$ cat config.mk
export PLATFORM = sky130hd
export DESIGN_NAME = stack_unit
export DESIGN_NICKNAME = d
export VERILOG_FILES = /design/src/rtl/stack_pkg.sv /design/src/rtl/stack_unit.sv
export SDC_FILE = /design/constraint.sdc
export NUM_CORES = 1
export LEC_CHECK = 0
export BUFFER_PORTS_ARGS = -buffer_cell sky130_fd_sc_hd__clkbuf_2
export CAP_MARGIN = 25
export CORE_MARGIN = 2
export CORE_UTILIZATION = 51
export CTS_CLUSTER_DIAMETER = 200
export DETAILED_ROUTE_END_ITERATION = 8
export PLACE_DENSITY_LB_ADDON = 0.2
export SETUP_SLACK_MARGIN = 0.5
export SYNTH_ARGS = -nofsm -noshare
export SYNTH_HDL_FRONTEND = slang
export SYNTH_SLANG_ARGS = --single-unit
$ cat constraint.sdc
create_clock -name clk -period 3.57 [get_ports clk]
set_input_delay 0.1785 -clock clk [delete_from_list [all_inputs] [get_ports clk]]
set_output_delay 0.1785 -clock clk [all_outputs]
set_load 0.1 [all_outputs]
$ cat src/rtl/stack_pkg.sv
`default_nettype none
// ============================================================================
//  Module   : stack_pkg
//  Purpose  : Shared constants and command encoding for the LIFO stack unit.
//  Revision : 1.0  initial release
// ============================================================================
package stack_pkg;

  localparam int WORD_W      = 8;
  localparam int STACK_DEPTH = 8;

  // Command encoding, formed as {push, pop}
  typedef enum logic [1:0] {
    OP_NOP     = 2'b00,
    OP_POP     = 2'b01,
    OP_PUSH    = 2'b10,
    OP_REPLACE = 2'b11
  } stack_op_e;

endpackage : stack_pkg
`default_nettype wire

$ cat src/rtl/stack_unit.sv
`default_nettype none
// ============================================================================
//  Module   : stack_unit
//  Purpose  : LIFO stack with top/next-of-stack views, occupancy count and
//             sticky overflow/underflow flags. One command per clock edge.
//  Revision : 1.0  initial release
// ============================================================================
module stack_unit
  import stack_pkg::*;
#(
  parameter int  WIDTH = WORD_W,
  parameter int  DEPTH = STACK_DEPTH,
  localparam int PW    = $clog2(DEPTH + 1)
) (
  input  logic             clk,
  input  logic             rst,
  input  logic             push,
  input  logic             pop,
  input  logic [WIDTH-1:0] din,
  input  logic             clr_err,
  output logic [WIDTH-1:0] tos,
  output logic [WIDTH-1:0] nos,
  output logic [PW-1:0]    count,
  output logic             empty,
  output logic             full,
  output logic             overflow,
  output logic             underflow
);

  // Storage index width; the pointer needs one more code (DEPTH itself)
  localparam int AW = (DEPTH > 1) ? $clog2(DEPTH) : 1;
  localparam logic [PW-1:0] SP_MAX = PW'(DEPTH);

  logic [WIDTH-1:0] mem [DEPTH];
  logic [PW-1:0]    sp;
  logic [PW-1:0]    sp_m1;
  logic [PW-1:0]    sp_m2;
  logic [PW-1:0]    sp_nxt;
  logic             wr_en;
  logic [AW-1:0]    wr_idx;
  logic             ovf_set;
  logic             unf_set;
  logic             is_empty;
  logic             is_full;
  stack_op_e        op;

  assign op       = stack_op_e'({push, pop});
  assign is_empty = (sp == '0);
  assign is_full  = (sp == SP_MAX);
  assign sp_m1    = sp - PW'(1);
  assign sp_m2    = sp - PW'(2);

  // Command decode: next pointer, write strobe/index and error events
  always_comb begin
    sp_nxt  = sp;
    wr_en   = 1'b0;
    wr_idx  = sp[AW-1:0];
    ovf_set = 1'b0;
    unf_set = 1'b0;
    case (op)
      OP_PUSH: begin
        if (is_full) begin
          ovf_set = 1'b1;
        end else begin
          wr_en  = 1'b1;
          wr_idx = sp[AW-1:0];
          sp_nxt = sp + PW'(1);
        end
      end
      OP_POP: begin
        if (is_empty) begin
          unf_set = 1'b1;
        end else begin
          sp_nxt = sp_m1;
        end
      end
      OP_REPLACE: begin
        // Overwrite the top in place; legal even when full
        if (is_empty) begin
          unf_set = 1'b1;
        end else begin
          wr_en  = 1'b1;
          wr_idx = sp_m1[AW-1:0];
        end
      end
      default: begin
        sp_nxt = sp;
      end
    endcase
  end

  // Pointer and sticky error flags; a same-cycle error beats clr_err
  always_ff @(posedge clk or posedge rst) begin
    if (rst) begin
      sp        <= '0;
      overflow  <= 1'b0;
      underflow <= 1'b0;
    end else begin
      sp        <= sp_nxt;
      overflow  <= (overflow  & ~clr_err) | ovf_set;
      underflow <= (underflow & ~clr_err) | unf_set;
    end
  end

  // Storage array; popped data is intentionally left in place
  always_ff @(posedge clk or posedge rst) begin
    if (rst) begin
      for (int i = 0; i < DEPTH; i++) begin
        mem[i] <= '0;
      end
    end else if (wr_en) begin
      mem[wr_idx] <= din;
    end
  end

  // Output decodes of the registered state
  always_comb begin
    tos   = is_empty ? '0 : mem[sp_m1[AW-1:0]];
    nos   = (sp > PW'(1)) ? mem[sp_m2[AW-1:0]] : '0;
    count = sp;
    empty = is_empty;
    full  = is_full;
  end

endmodule : stack_unit
`default_nettype wire

## Yosys cells after proc, flatten, opt, wreduce, memory -nomap -nowiden

Cells that the tools add are included.

- $add $sub $neg: 3
- Order comparisons: 5
- Equal/unequal tests: 6
- Multiplexer cells: 23
- Bitwise operators: 8
- Reductions and logical operators: 5

Operators with widths:

| operator | count |
|---|---|
| $bwmux 64 | 1 |
| $mux 8 | 7 |
| $bmux 8 s3 | 2 |
| $demux 8 s3 | 1 |
| $ge 4x4->1 const B | 3 |
| $not 3->4 | 3 |
| $mux 4 | 2 |
| $pmux 4 s2 | 1 |
| $mux 1 | 6 |
| $mux 3 | 2 |
| $add 4x1->4 const B | 1 |
| $eq 2x2->1 const B | 2 |
| $eq 4x4->1 const B | 1 |
| $gt 4x1->1 const B | 1 |
| $logic_not 4->1 | 1 |
| $lt 4x1->1 const B | 1 |
| $ne 2x2->1 const B | 2 |
| $sub 4x1->4 const B | 1 |
| $reduce_and 3->1 | 1 |
| $sub 3x2->3 const B | 1 |
| $and 1x1->1 | 2 |
| $eq 2x1->1 const B | 1 |
| $or 1x1->1 | 2 |
| $pmux 1 s2 | 1 |
| 4 further kinds | 4 |

- Register bits after elaboration: 70
- Output and inout bits: 24
- Word-level logic and storage cells: 61

## Logic depth before layout (Yosys ltp)

- Word-level depth: 9
- Gate-level depth with buffers: 13
- Gate-level depth less buffers: 7

## Worst setup path before layout

No wires, ideal clock.

- Path kind: register to output
- Start: register sp[0] (netlist: count[0])
- End: output port tos[0]
- Arrival: 4763 ps
- Required time: 3391 ps
- Setup slack: -1371 ps
- Stages on the path, launching flop included: 10
- Buffers on the path: 5
- Path through: dfrtp_1 buf_2 buf_2 buf_2 inv_1 ha_1 buf_4 nor3b_4 clkbuf_1 a21oi_1

- Word-level cells in the longest chain between the ends: 6

Ends and longest elaborated chain:

| element | line | source |
|---|---|---|
| start, declared | stack_unit.sv:35 | `logic [PW-1:0] sp;` |
| start signal, assigned | stack_unit.sv:99 | `sp <= sp_nxt;` |
| $sub 4x1->4 | stack_unit.sv:50 | `assign sp_m1 = sp - PW'(1);` |
| named net sp_m1[0] | stack_unit.sv:36 | `logic [PW-1:0] sp_m1;` |
| $not 3->4 (implied by the code) | stack_unit.sv:118 | `tos = is_empty ? '0 : mem[sp_m1[AW-1:0]];` |
| $bmux 8 s3 | stack_unit.sv:118 |  |
| $mux 8 (implied by the code) (2 in a row) | stack_unit.sv:118 |  |
| $mux 8 | stack_unit.sv:118 |  |
| end, declared | stack_unit.sv:21 | `output logic [WIDTH-1:0] tos,` |

The timed path passes the listed nets, and every way through them passes these cells. The select of a mux whose other input is x is not followed.

## Worst setup path in the final report

- Start: register sp[1] (netlist: count[1])
- End: register mem[8] (netlist name)

- Word-level cells in the longest chain between the ends: 9

Ends and longest elaborated chain:

| element | line | source |
|---|---|---|
| $sub 4x1->4 / $logic_not 4->1 (equally long branches) | stack_unit.sv:50, stack_unit.sv:48 |  |
| $mux 3 | stack_unit.sv:79 | `if (is_empty) begin` |
| $mux 3 | - |  |
| $not 3->4 (implied by the code) | stack_unit.sv:112 | `mem[wr_idx] <= din;` |
| $ge 4x4->1 (implied by the code) / $lt 4x1->1 (equally long branches) | stack_unit.sv:112 |  |
| $logic_and 1x1->1 (implied by the code) | stack_unit.sv:112 |  |
| $mux 8 (implied by the code) | stack_unit.sv:112 |  |
| $demux 8 s3 | stack_unit.sv:112 |  |
| $bwmux 64 | stack_unit.sv:112 |  |
| end signal, assigned by index | stack_unit.sv:112 |  |
| end, declared | stack_unit.sv:34 | `logic [WIDTH-1:0] mem [DEPTH];` |

Parallel ways exist; a longest one is shown, timed or not.
A chain may end at the register's enable or synchronous reset.

==> results_dict.tcl <==
set metrics [dict create \
    status "complete, no violations" \
    dieHeight_um 93.3 \
    multi_input_area_um2 2350 \
    crit_start "count[1]" \
    worst_r2r_path_depth 8 \
    wl_per_cell_um 21.0 \
    port_buffers 36 \
    finClkSkew_ps 7.68 \
    die_area_um2 8700 \
    finalHoldViolations 0 \
    cp-start-kind "flip-flop" \
    gp_congestion 0.819 \
    cp.required_ps 3800 \
    synth-edff-count 0 \
    cts_setup_buffers 0 \
    drc 0 \
    drtIter0Drc 173 \
    path_max_fanout 9 \
    num_vias 2705 \
    clock_latency_ps 350 \
    grt_pass1_vias 2846 \
    r2r-start "count[1]" \
    muxShareOfSynthArea_pct 38.2 \
    synth_area_leaders "dfrtp_1 43%, mux2_2 18%, mux4_2 18%, nand2_1 2.1%, mux2i_1 2.0%" \
    firstDrtPassIters 4 \
    via_per_inst 6.07 \
    cts_tree "built" \
    ys_top_cells_by_count "70 x dfrtp_1, 65 x mux2_2, 32 x mux4_2" \
    finalNonFillerCells 446 \
    ys_warn_count 0 \
    clock_path_buffers 2 \
    nFillCells 609 \
    fin_crit_ps 2870 \
    synth-seq-cells 70 \
    netlist_area_um2 4070 \
    synth_adder_area_share_pct 1.85 \
    core_area_um2 7730 \
    setup_viol 0 \
    grt_max_degree 40 \
    syn_nets 322 \
    rsz0062_at_grt "no" \
    drive_gt1_share_pct 53.5 \
    synth-simple-area-share_pct 7.66 \
    ff_latch_area_um2 1750 \
    worst_slew_pin_slew_ps 655 \
    grt_pass1_wl_um 15600 \
    htreeDepth 3 \
    ctsRootBufferMaster "clkbuf_8" \
    synth_top_area_cell "dfrtp_1" \
    numCtsBuffers 9 \
    crit_type "flip-flop to flip-flop" \
    synth_top_family_by_area "multiplexers" \
    slew-limit-headroom_pct 56.3 \
    start_util_pct 52.6 \
    synth.most_common_cell "dfrtp_1" \
    period_share_pct 80.3 \
    nets 359 \
    endpoint "mem[8]" \
    crit_path_end_kind "flip-flop" \
    syn_avg_cell_area_um2 13.4 \
    ant_nets 0 \
    ys_seq_area_share_pct 43.1 \
    critPathMaxStageDelay_ps 550 \
    r2r_setup_slack_ps 700 \
    synth-xor-area-share_pct 1.29 \
    slowest_stage "nor3_4" \
    cap_violations 0 \
    synthFlopType "dfrtp_1" \
    diodes 0 \
    area_delta_synth_final_pct 18.4 \
    path_cells "inv_1 -> ha_1 -> nor3b_4 -> buf_4 -> o21ai_1 -> o31a_1 -> nor3_4 -> mux2_2" \
    timing.fmax_mhz 349 \
    dp_hpwl_um 6150 \
    async_reset_ff_share_pct 100 \
    track_usage_pct 24.1 \
    cts_sinks 70 \
    dp.cells 430 \
    slew_violations 0 \
    final.setup.tns_ps 0 \
    fin_util_pct 62.3 \
    hold_class "input pin to flip-flop" \
    timing.rr.end "mem[8]" \
    synth_compound_area_share_pct 4.62 \
    yosysTopAreaCellShare_pct 43.1 \
    wl_um 9380 \
    die_x_um 93.3 \
    std_cell_rows 32 \
    synth_cells 303 \
    ys_types 40 \
    io_pins 37 \
    antenna_found_initial 0 \
    grt_overflow 0 \
    arrival_ps 3100 \
    path_clk_slew_ps 70 \
]
-- registers in the layout, summed over array words and instances (netlist names) --
signal and flops:
count 4, overflow 1, mem 64, underflow 1
-- cell usage in the layout (no fill, tap or decap), types with 3 or more instances in the layout --
master,instances
clkbuf_2,27
a21oi_4,8
a21oi_1,4
clkbuf_1,3
nand2_2,3
buf_12,9
nor2_1,7
clkbuf_8,11
dfrtp_1,68
inv_1,5
nand2_1,22
mux2i_1,8
mux2_2,65
nor2_4,8
buf_4,9
nor2b_1,4
ha_1,5
mux4_2,32
xnor2_1,3
nand2b_1,5
-- stage by stage --
stage / setup slack (ps) / cell area (um2) / hold WS, ps
after detailed placement: 744 / 4630 / 187
after global placement: 838 / 4610 / 458
after CTS: 597 / 4810 / 115
final: 702 / 4810 / 123
after global routing: 507 / 4810 / 140
after floorplan: 544 / 4260 / 329
-- area by class of cell --
type                    count  area share [%]
clock buffers              14            3.38
clock inverters             1           0.104
inverters                   6           0.468
multi-input cells         207            48.8
flip-flops and latches     70            36.4
well taps                 102            2.65
repair buffers             46            8.16
-- worst min path at each step --
stage | start | to | slack, ps | depth (start not counted)
finish | clr_err | overflow | 120 | 3
global route | clr_err | overflow | 140 | 3
CTS | clr_err | overflow | 120 | 3
detailed placement | rst | mem[49] | 190 | 2
global placement | clr_err | overflow | 460 | 3
floorplan | din[0] | mem[32] | 330 | 1
-- timing repair --
action                     in CTS  in global routing
setup endpoints to repair       0                  9
resized for setup               0                  2
hold buffers                    1                  0
hold endpoints to repair       16                  0
-- logic make-up (layout without fill, tap and decap cells) --
logic type,count (synthesis),in the layout
adder cells (fa/ha/maj),6,6
buffers and inverters,26,67
AND/OR/NAND/NOR,60,60
AO/OA/AOI/OAI,29,29
XOR/XNOR,6,6
flip-flops,70,70
multiplexers,106,106
-- routing by layer --
metal,track usage [%],share of wire (%),routed length (um),vias up
met5,0,0,0,-
met4,8.46,1.1,102,0
met3,4.35,3.8,354,9
met2,37.5,50,4720,56
met1,34.6,45,4210,1440
li1,-,-,-,1200
-- critical path, delay by kind of cell (launching register included) --
| family | cells | cell delay, ps |
|---|---|---|
| muxes | 1 | 410 |
| buffers and inverters | 2 | 380 |
| adders and majority gates | 1 | 420 |
| AOI/OAI and AO/OA | 2 | 330 |
| and+or+nand+nor | 2 | 820 |
| DFF | 1 | 400 |
Power is left out: the tool's default activity adds up to more than one toggle a clock period on the data nets, which glitch-free logic cannot reach.
